<file path="src/rtl/bcd_conv_arbiter.sv">
// Round-robin arbiter sharing one binary-to-BCD converter between two requesters,
// with a WAIT watchdog. Optional clamp of operands > 99: define BCD_CLAMP_99_EN.
module bcd_conv_arbiter #(
  parameter int unsigned TIMEOUT_CYCLES = 32,
  parameter int unsigned CNT_W          = 6
) (
  input  logic       clk,
  input  logic       reset,
  input  logic       req0,
  input  logic [6:0] bin0,
  input  logic       req1,
  input  logic [6:0] bin1,
  output logic       ack0,
  output logic       ack1,
  output logic [3:0] res_tens,
  output logic [3:0] res_units,
  output logic       res_err,
  output logic       res_ovf,
  output logic       conv_start,
  output logic [6:0] conv_bin,
  input  logic       conv_done,
  input  logic [3:0] conv_bcd_tens,
  input  logic [3:0] conv_bcd_units,
  output logic       busy
);

  typedef enum logic [1:0] {S_IDLE, S_LAUNCH, S_WAIT, S_DELIVER} state_e;

  state_e           state_q, state_d;
  logic [6:0]       conv_bin_q, conv_bin_d;
  logic             grant_q, grant_d;
  logic             prio_q, prio_d;
  logic [CNT_W-1:0] wdog_q, wdog_d;
  logic [3:0]       res_tens_q, res_tens_d;
  logic [3:0]       res_units_q, res_units_d;
  logic             res_err_q, res_err_d;
`ifdef BCD_CLAMP_99_EN
  logic             res_ovf_q, res_ovf_d;
`endif

  logic             pick;
  logic [6:0]       pick_bin;

  always_comb begin
    // prio_q names the favoured channel on a tie; it flips to the other channel after each delivery
    pick        = (req0 && req1) ? prio_q : req1;
    pick_bin    = pick ? bin1 : bin0;
    state_d     = state_q;
    conv_bin_d  = conv_bin_q;
    grant_d     = grant_q;
    prio_d      = prio_q;
    wdog_d      = wdog_q;
    res_tens_d  = res_tens_q;
    res_units_d = res_units_q;
    res_err_d   = res_err_q;
`ifdef BCD_CLAMP_99_EN
    res_ovf_d   = res_ovf_q;
`endif
    case (state_q)
      S_IDLE: begin
        if (req0 || req1) begin
          grant_d = pick;
`ifdef BCD_CLAMP_99_EN
          if (pick_bin > 7'd99) begin
            res_tens_d  = 4'd9;
            res_units_d = 4'd9;
            res_err_d   = 1'b0;
            res_ovf_d   = 1'b1;
            state_d     = S_DELIVER;
          end else begin
            conv_bin_d = pick_bin;
            state_d    = S_LAUNCH;
          end
`else
          conv_bin_d = pick_bin;
          state_d    = S_LAUNCH;
`endif
        end
      end
      S_LAUNCH: begin
        wdog_d  = '0;
        state_d = S_WAIT;
      end
      S_WAIT: begin
        if (conv_done) begin
          res_tens_d  = conv_bcd_tens;
          res_units_d = conv_bcd_units;
          res_err_d   = 1'b0;
`ifdef BCD_CLAMP_99_EN
          res_ovf_d   = 1'b0;
`endif
          state_d     = S_DELIVER;
        end else if (wdog_q == CNT_W'(TIMEOUT_CYCLES - 1)) begin
          res_tens_d  = 4'hF;
          res_units_d = 4'hF;
          res_err_d   = 1'b1;
`ifdef BCD_CLAMP_99_EN
          res_ovf_d   = 1'b0;
`endif
          state_d     = S_DELIVER;
        end else begin
          wdog_d = wdog_q + CNT_W'(1);
        end
      end
      S_DELIVER: begin
        prio_d  = ~grant_q;
        state_d = S_IDLE;
      end
      default: state_d = S_IDLE;
    endcase
  end

  always_ff @(posedge clk) begin
    if (reset) begin
      state_q     <= S_IDLE;
      conv_bin_q  <= '0;
      grant_q     <= 1'b0;
      prio_q      <= 1'b0;
      wdog_q      <= '0;
      res_tens_q  <= '0;
      res_units_q <= '0;
      res_err_q   <= 1'b0;
`ifdef BCD_CLAMP_99_EN
      res_ovf_q   <= 1'b0;
`endif
    end else begin
      state_q     <= state_d;
      conv_bin_q  <= conv_bin_d;
      grant_q     <= grant_d;
      prio_q      <= prio_d;
      wdog_q      <= wdog_d;
      res_tens_q  <= res_tens_d;
      res_units_q <= res_units_d;
      res_err_q   <= res_err_d;
`ifdef BCD_CLAMP_99_EN
      res_ovf_q   <= res_ovf_d;
`endif
    end
  end

  // A requester that dropped req before DELIVER gets no ack; its result is discarded
  assign ack0       = (state_q == S_DELIVER) && !grant_q && req0;
  assign ack1       = (state_q == S_DELIVER) &&  grant_q && req1;
  assign conv_start = (state_q == S_LAUNCH);
  assign busy       = (state_q != S_IDLE);
  assign conv_bin   = conv_bin_q;
  assign res_tens   = res_tens_q;
  assign res_units  = res_units_q;
  assign res_err    = res_err_q;
`ifdef BCD_CLAMP_99_EN
  assign res_ovf    = res_ovf_q;
`else
  assign res_ovf    = 1'b0;
`endif

endmodule

</file>
<file path="config.mk">
export PLATFORM = sky130hd
export DESIGN_NAME = bcd_conv_arbiter
export DESIGN_NICKNAME = d
export VERILOG_FILES = /design/src/rtl/bcd_conv_arbiter.sv
export SDC_FILE = /design/constraint.sdc
export NUM_CORES = 1
export LEC_CHECK = 0
export ABC_AREA = 1
export CAP_MARGIN = 30
export CORE_MARGIN = 2
export CORE_UTILIZATION = 41
export CTS_BUF_LIST = sky130_fd_sc_hd__clkbuf_8
export CTS_CLUSTER_SIZE = 12
export DETAILED_ROUTE_END_ITERATION = 10
export PLACE_DENSITY = 0.79
export SKIP_LAST_GASP = 1
export SLEW_MARGIN = 10
export SYNTH_ARGS = -nofsm -noshare
export SYNTH_HDL_FRONTEND = slang
export SYNTH_SLANG_ARGS = --single-unit
</file>
<file path="constraint.sdc">
create_clock -name clk -period 1.2 [get_ports clk]
set_input_delay 0.24 -clock clk [delete_from_list [all_inputs] [get_ports clk]]
set_output_delay 0.24 -clock clk [all_outputs]
set_load 0.02 [all_outputs]
</file>
# Word level (Yosys, flattened, before mapping)
# Cells that the tools add are included.
op_classes:
  addsub: 1
  multipliers: 0
  div_mod_pow: 0
  order_cmp: 0
  eq_ne: 8
  shift: 0
  n_mux: 14
  bitwise: 1
  n_reduce_logical: 15
ops:
  columns: ["operator", "count"]
  rows:
  - ["4-bit 2-to-1 mux", 3]
  - ["6-bit 2-to-1 mux", 2]
  - ["6-bit one-hot mux with 2 select lines", 1]
  - ["2-bit one-hot mux with 4 select lines", 1]
  - ["7-bit 2-to-1 mux", 1]
  - ["6-bit by 1-bit adder with 6-bit output, second input constant", 1]
  - ["6-bit by 5-bit == test with 1-bit output, second input constant", 1]
  - ["2-bit 2-to-1 mux", 3]
  - ["2-bit != test, second input constant", 3]
  - ["2-bit AND reduction", 3]
  - ["2-bit nonzero test", 3]
  - ["1-bit logical AND", 5]
  - ["2-bit == test, second input constant", 2]
  - ["1-bit 2-to-1 mux", 3]
  - ["3-bit != test, second input constant", 1]
  - ["3-bit AND reduction", 1]
  - ["2-bit by 1-bit == test with 1-bit output, second input constant", 1]
  - ["2-bit zero test", 1]
  - ["1-bit zero test", 1]
  - ["1-bit logical OR", 1]
  - ["1-bit inverter", 1]
totals:
  reg_bits: 26
  latch_bits: 0
  mem_bits_rw: 0
  rom_bits: 0
  inputBits: 27
  output_inout_bits: 21
  word_cells: 47
  n_memories: 0

# Depth between registers and ports, before layout
# Gate-level depths: netlist (run 1).
depth:
  word_depth: 4
  mapped_depth: 8
  depth_no_buf: 8

# Least setup slack after synthesis (run 1)
# No wires, ideal clock.
synth_path:
  path_kind: "reg2reg"
  from: "reg state_q[0]"
  to: "reg conv_bin_q[0], in the netlist conv_bin[0]"
  setup_ns: 0.113
  arrival_ns: 1.247
  t_required_ns: 1.087
  path_slack_ns: -0.159
  path_stages_with_launch: 9
  path_buffers: 1
  period_less_slack_ns: 1.359
  cell_sequence: "dfxtp_1 -> inv_1 -> ha_1 -> inv_1 -> a21oi_4 -> buf_6 -> nand3_2 -> o211ai_2 -> inv_2"
synth_via:
  elab_chain_cells: 2
synth_rtl:
  columns: ["element", "line", "text"]
  rows:
  - ["from (decl)", "29", "state_e state_q, state_d;"]
  - ["from (signal assigned)", "127", "state_q <= state_d;"]
  - ["2-bit zero test", "59", "case (state_q)"]
  - ["2-bit AND reduction (no line)", null, null]
  - ["to (signal assigned)", "128", "conv_bin_q <= conv_bin_d;"]
  - ["to (decl)", "30", "logic [6:0] conv_bin_q, conv_bin_d;"]
# Every way passes these cells.
# A chain may end at the register's enable or synchronous reset.

# Worst setup path after layout (run 1)
layout_path:
  from: "reg state_q[1]"
  to: "out ack1"
layout_via:
  elab_chain_cells: 3
layout_rtl:
  columns: ["element", "line", "text"]
  rows:
  - ["2-bit == test", "143", "assign ack1 = (state_q == S_DELIVER) && grant_q && req1;"]
  - ["1-bit logical AND (2 in a row)", "143", null]
  - ["to (decl)", "14", "output logic ack1,"]
# Every way passes these cells.

==> impl_results.md, run 1 <==
* Synth Instances at 192
* Syn Nets at 224
* Most common cell after layout, fill and taps aside: nand2_1
* Maximum clock frequency at 704.4 MHz
* CTS Buffer Depth at 2
* Port Buf Inserts at 46
* Area of the multi-input gates at 960.9 um^2
* Reg2Reg Depth at 8
* Final GP Congestion at 0.8583
* Reg area at 530.5 um^2
* Pin count of the biggest net entering global routing at 16
* Synth top area cells: dfxtp_1, nand2_1, inv_1
* Setup CP Type: reg2out
* First-pass GRT wire length at 6.748 mm
* Synthesis warning total at 0
* CTS clock-pin slew for the worst setup and hold paths at 0.09 ns
* Crit end category: output pin
* Core area at 3284 um^2
* # fillers at 217
* Final period util at 1.183
* Yosys top cell area share at 0.3748
* Gr ovfl total at 0
* Worst EP arrival at 1.18 ns
* Most frequent cells in the layout: nand2_1, clkdlybuf4s50_1, inv_1
* CP startpoint kind: register
* Worst-Skew Late Latency at 0.27 ns
* Detailed placement HPWL at 2.406 mm
* H-tree depth at 1
* Initial DRC count at 53
* Drt total wl at 4.296 mm
* DRC viols at 0
* Via density at 4.900
* Final Critical Period at 1.420 ns
* RSZ-0062 raised after global routing: true
* Effective utilization at floorplan at 0.4229
* CTS tree: built
* DIE AREA at 3869 um^2
* FP Rows at 21
* Failing checks: setup timing
* Final worst setup slack at -0.2196 ns
* P_leak at 1.167 nW
* Part of the Yosys area used for sequential elements at 0.3748
* Post-place setup slack at -0.5480 ns
* # diodes at 0
* Maximum VDD drop at 1090 uV
* Antenna violations before repair at 0
* Yosys top cell by area: dfxtp_1
* I/O pin cnt at 48
* Status: complete, but fails checks
* WL/cell at 13.86 um
* Layout Nets at 298
* Synthesized area per cell at 7.234 um^2
* Max-slew violations at 0
* Hold WC Path Type: reg2reg
* Final hold slack at 0.4710 ns
* Final Setup Violations at 29
* #FFs+latches synth at 26
* Clock Sinks at 26
* Post-route cell area at 2460 um^2
* Data required time of the critical path at 0.96 ns
* Cell Area, Synth at 1389 um^2
* Tot GR Track Use at 0.2096
* Post-CTS Hold Buffers at 0
* Worst Hold Depth at 2
* Antenna-violating nets left at 0
* Root buf cell: clkbuf_8
* Worst-path fanout max at 3
* Worst Skew at 0.002232 ns
* Die W at 62.20 um
* Final hold viol count at 0
* Via count at 1,519
* Number of global-route vias before repair at 1,520
* Pre-Repair DR Iteration Count at 4
* Share of layout cells above drive strength 1 at 0.4432
* Max-cap violation count at 0
* Power per cell area at 1839 nW/um^2
* Yosys cell types at 27
* Synthesis-to-layout area growth at 77.12%
* Cts bufs inserted at 3
* DP Area at 2067 um^2
* Die H at 62.20 um
## path summary, 6_finish.rpt
check	startpoint	end	slack (ns)
worst max-delay path	state_q[1]	ack1	-0.22
worst min-delay path	res_units[2]	res_units[2]	0.47
worst max register to register	wdog_q[0]	wdog_q[1]	-0.16
worst min register to register	res_units[2]	res_units[2]	0.47
## what timing repair did
action                     4_1_cts  5_1_grt
cloned                           1        0
resized for setup               77       76
pin swaps                       12       20
setup endpoints to repair       45       44
setup buffers                    4        4
## cell type report
| class | instances | area share |
|---|---|---|
| Multi-Input combinational cell | 124 | 0.3906 |
| Inverter | 36 | 0.05799 |
| Tap cell | 46 | 0.02340 |
| Timing Repair Buffer | 75 | 0.2955 |
| Sequential cell | 26 | 0.2157 |
| Clock buffer | 3 | 0.01679 |
## critical path, stage by stage (launching register included)
cell     delay, ns
dfxtp_4       0.39
ha_4          0.16
nand2_2       0.08
nor2_4        0.15
buf_6         0.13
## through the flow
stage / std cells / util / setup TNS, ns / total power [mW]
floorplan: 192 / - / -0.8456 / 2.526
global placement: 299 / 0.6293 / -7.872 / 3.312
detailed placement: 299 / 0.6293 / -8.642 / 3.348
CTS: 307 / 0.6949 / -3.816 / 4.099
global route: 310 / 0.7490 / -5.341 / 4.756
finish: 310 / 0.7490 / -3.686 / 4.524
## flip-flops by register name, indices dropped and copies added (netlist names)
name       flops
conv_bin       7
grant_q        1
prio_q         1
res_err        1
res_tens       4
res_units      4
state_q        2
wdog_q         6
## logic make-up after synthesis
group / count (synthesis) / share of synthesized area
adders and majority gates: 5 / 0.04505
AOI/OAI and AO/OA: 28 / 0.1441
DFF: 26 / 0.3748
and+or+nand+nor: 89 / 0.3063
buffers and inverters: 43 / 0.1270
other: 1 / 0.002700
## Yosys cell counts
cell and instances:
o211ai_2 3, conb_1 1, dfxtp_1 26, a21oi_1 5, inv_2 6, nor2_1 26, nand2_2 3, ha_1 5
nor2_2 1, nand3b_1 1, o211ai_1 4, inv_1 30, nand3_4 1, a21oi_4 1, o21ai_0 13, o21ai_4 1
clkbuf_1 2, o211a_1 1, nand3_2 4, buf_2 3, buf_4 1, nor2_4 1, nand2_1 35, nor3_1 2
nand4_1 8, buf_6 1, nand3_1 7
## layer usage
layer | share of wire | track usage | wire [um] | up-vias
met5 | 0 | 0 | 0 | -
met2 | 0.54 | 0.4035 | 2335 | 47
li1 | - | - | - | 751
met4 | 0.017 | 0.08056 | 74 | 0
met3 | 0.036 | 0.02899 | 155 | 9
met1 | 0.40 | 0.2305 | 1730 | 712
## where the power goes
part / leakage (nW) / internal (mW) / switching (mW)
Sequential: 0.215 / 1.10 / 0.194
Clock: 0.0216 / 0.225 / 0.264
Combinational: 0.930 / 1.28 / 1.46
(Power assumes the default switching activity.)
==> run 2: changes to the inputs <==
CORE_MARGIN = unset   (was 2)
==> run 2 against run 1 <==
The run still ends with setup timing left. Global-route usage up 0.41 points. Wire length down 13%. Worst setup slack better by 0.054 ns. Clock skew up 0.0026 ns. Utilization up 1.6 points. Flip-flop and latch count unchanged. Final cell count down 0.65%. Power up 2.2%. Die area down 6.3%. Combinational power down 5%. Final area down 2.7%. Register-to-register slack about the same. Critical path type unchanged.
==> impl_results.md, run 2 (synthesis results as in run 1) <==
* Post-CTS Hold Buffers at 0 (unchanged)
* # diodes at 0 (unchanged)
* Via count at 1,490 (was 1,519)
* Maximum clock frequency at 732.4 MHz (was 704.4 MHz)
* Final period util at 1.138 (was 1.183)
* Max-cap violation count at 0 (unchanged)
* Core area at 3128 um^2 (was 3284 um^2)
* M3 GR Usage at 0.03680 (was 0.02899)
* Worst Skew at 0.004853 ns (was 0.002232 ns)
* Data required time of the critical path at 0.96 ns (about the same)
* CP startpoint kind: register (unchanged)
* Drt total wl at 3.717 mm (was 4.296 mm)
* Pre-Repair DR Iteration Count at 4 (unchanged)
* Pin count of the biggest net entering global routing at 16 (unchanged)
* Via density at 4.838 (was 4.900)
* H-tree depth at 1 (unchanged)
* Effective utilization at floorplan at 0.4440 (was 0.4229)
* Detailed placement HPWL at 2.260 mm (was 2.406 mm)
* Power per cell area at 1932 nW/um^2 (was 1839 nW/um^2)
* Setup CP Type: reg2out (unchanged)
* Clock Sinks at 26 (unchanged)
* Antenna-violating nets left at 0 (unchanged)
* DIE AREA at 3624 um^2 (was 3869 um^2)
* P_leak at 1.162 nW (was 1.167 nW)
* Core Util, Final at 0.7652 (was 0.7490)
* Final worst setup slack at -0.1653 ns (was -0.2196 ns)
* Status: complete, but fails checks (unchanged)
* WL/cell at 12.07 um (was 13.86 um)
* Post-route cell area at 2394 um^2 (was 2460 um^2)
* Final GP Congestion at 0.7973 (was 0.8583)
* RSZ-0062 raised after global routing: true (unchanged)
* Worst-Skew Late Latency at 0.27 ns (about the same)
* Final hold viol count at 0 (unchanged)
* First-pass GRT wire length at 5.885 mm (was 6.748 mm)
* Number of global-route vias before repair at 1,445 (was 1,520)
* Most frequent cells in the layout: nand2_1, inv_1, clkdlybuf4s50_1 (was nand2_1, clkdlybuf4s50_1, inv_1)
* Max-slew violations at 0 (unchanged)
* Die W at 60.20 um (was 62.20 um)
* Met2 Resource Use GR at 0.3925 (was 0.4035)
* Most Crowded Layer GR: met2 (unchanged)
* DP Area at 2079 um^2 (was 2067 um^2)
* Worst-path fanout max at 3 (unchanged)
* Gr ovfl total at 0 (unchanged)
* Cts bufs inserted at 3 (unchanged)
* CTS clock-pin slew for the worst setup and hold paths at 0.09 ns (about the same)
* Max reg flops at 7 (unchanged)
* Initial DRC count at 45 (was 53)
* CTS Buffer Depth at 2 (unchanged)
* Share of layout cells above drive strength 1 at 0.4091 (was 0.4432)
* DRC viols at 0 (unchanged)
* Finished Layout Cells at 308 (was 310)
* CTS tree: built (unchanged)
* Worst EP arrival at 1.13 ns (was 1.18 ns)
* Root buf cell: clkbuf_8 (unchanged)
* Hold WC Path Type: reg2reg (unchanged)
* Antenna violations before repair at 0 (unchanged)
* Failing checks: setup timing (unchanged)
* Die H at 60.20 um (was 62.20 um)
* Most common cell after layout, fill and taps aside: nand2_1 (unchanged)
* Port Buf Inserts at 46 (unchanged)
* M1 GR Usage at 0.2342 (was 0.2305)
* Crit end category: output pin (unchanged)
* Tot GR Track Use at 0.2137 (was 0.2096)
* Dpl cells at 299 (unchanged)
* Synthesis-to-layout area growth at 72.34% (was 77.12%)
* Final Critical Period at 1.365 ns (was 1.420 ns)
* FP Rows at 20 (was 21)
* Final Setup Violations at 28 (was 29)
* Maximum VDD drop at 1549 uV (was 1090 uV)
* # fillers at 219 (was 217)
* Layout Nets at 297 (was 298)
* Final hold slack at 0.4773 ns (was 0.4710 ns)
* I/O pin cnt at 48 (unchanged)
-- run 2: cell types whose count changed in the layout (fill, tap and decap cells not counted), sizes merged --
cell | before | now
bufinv | 0 | 1
clkbuf | 14 | 19
clkdlybuf4s15 | 4 | 1
dlygate4sd2 | 1 | 0
buf | 33 | 31
-- run 2: path summary, 6_finish.rpt --
path,from,to,slack [ns],depth (start not counted)
max reg2reg,state_q[0],conv_bin[5],-0.16,9
min reg2reg,res_units[3],res_units[3],0.48,2
min,res_units[3],res_units[3],0.48,2
max,state_q[1],ack0,-0.17,4
-- run 2: timing repair --
action / in CTS / in global routing
gates resized for setup: 91 / 48
pin swaps: 12 / 19
setup endpoints to repair: 45 / 45
setup buffers: 2 / 2
cloned: 0 / 2
-- run 2: metrics by stage --
step	TNS (ns)	setup slack, ns	total power [mW]
final	-3.068	-0.1653	4.625
after global routing	-4.789	-0.2199	4.937
after CTS	-4.016	-0.1952	4.391
after detailed placement	-6.972	-0.5147	3.361
after global placement	-6.407	-0.4996	3.330
after floorplan	-0.8456	-0.08086	2.526
-- run 2: area by class of cell --
| class | instances | area, um^2 | share of cell area |
|---|---|---|---|
| Multi-Input combinational cell | 124 | 910.9 | 0.3806 |
| Tap cell | 44 | 55.05 | 0.02300 |
| Clock buffer | 3 | 41.29 | 0.01725 |
| Sequential cell | 26 | 531.8 | 0.2222 |
| Inverter | 36 | 142.6 | 0.05959 |
| Timing Repair Buffer | 74 | 681.9 | 0.2849 |
| Clock inverter | 1 | 30.03 | 0.01255 |
-- run 2: routing by layer --
metal / vias up / routed length, um
met5: - / 0
met4: 0 / 75
met3: 9 / 216
met2: 51 / 1939
met1: 676 / 1486
li1: 754 / -
-- run 2: report_power, final --
part | total, mW | switching [mW] | internal (mW) | leakage (nW)
registers | 1.29 | 0.190 | 1.10 | 0.216
clock network | 0.730 | 0.283 | 0.447 | 0.0357
logic | 2.60 | 1.35 | 1.25 | 0.911
-- run 2: critical path, stage by stage, from the launching register on --
cell and delay [ns]:
dfxtp_4 0.40, ha_4 0.16, inv_1 0.05, nor3_2 0.09, buf_4 0.16
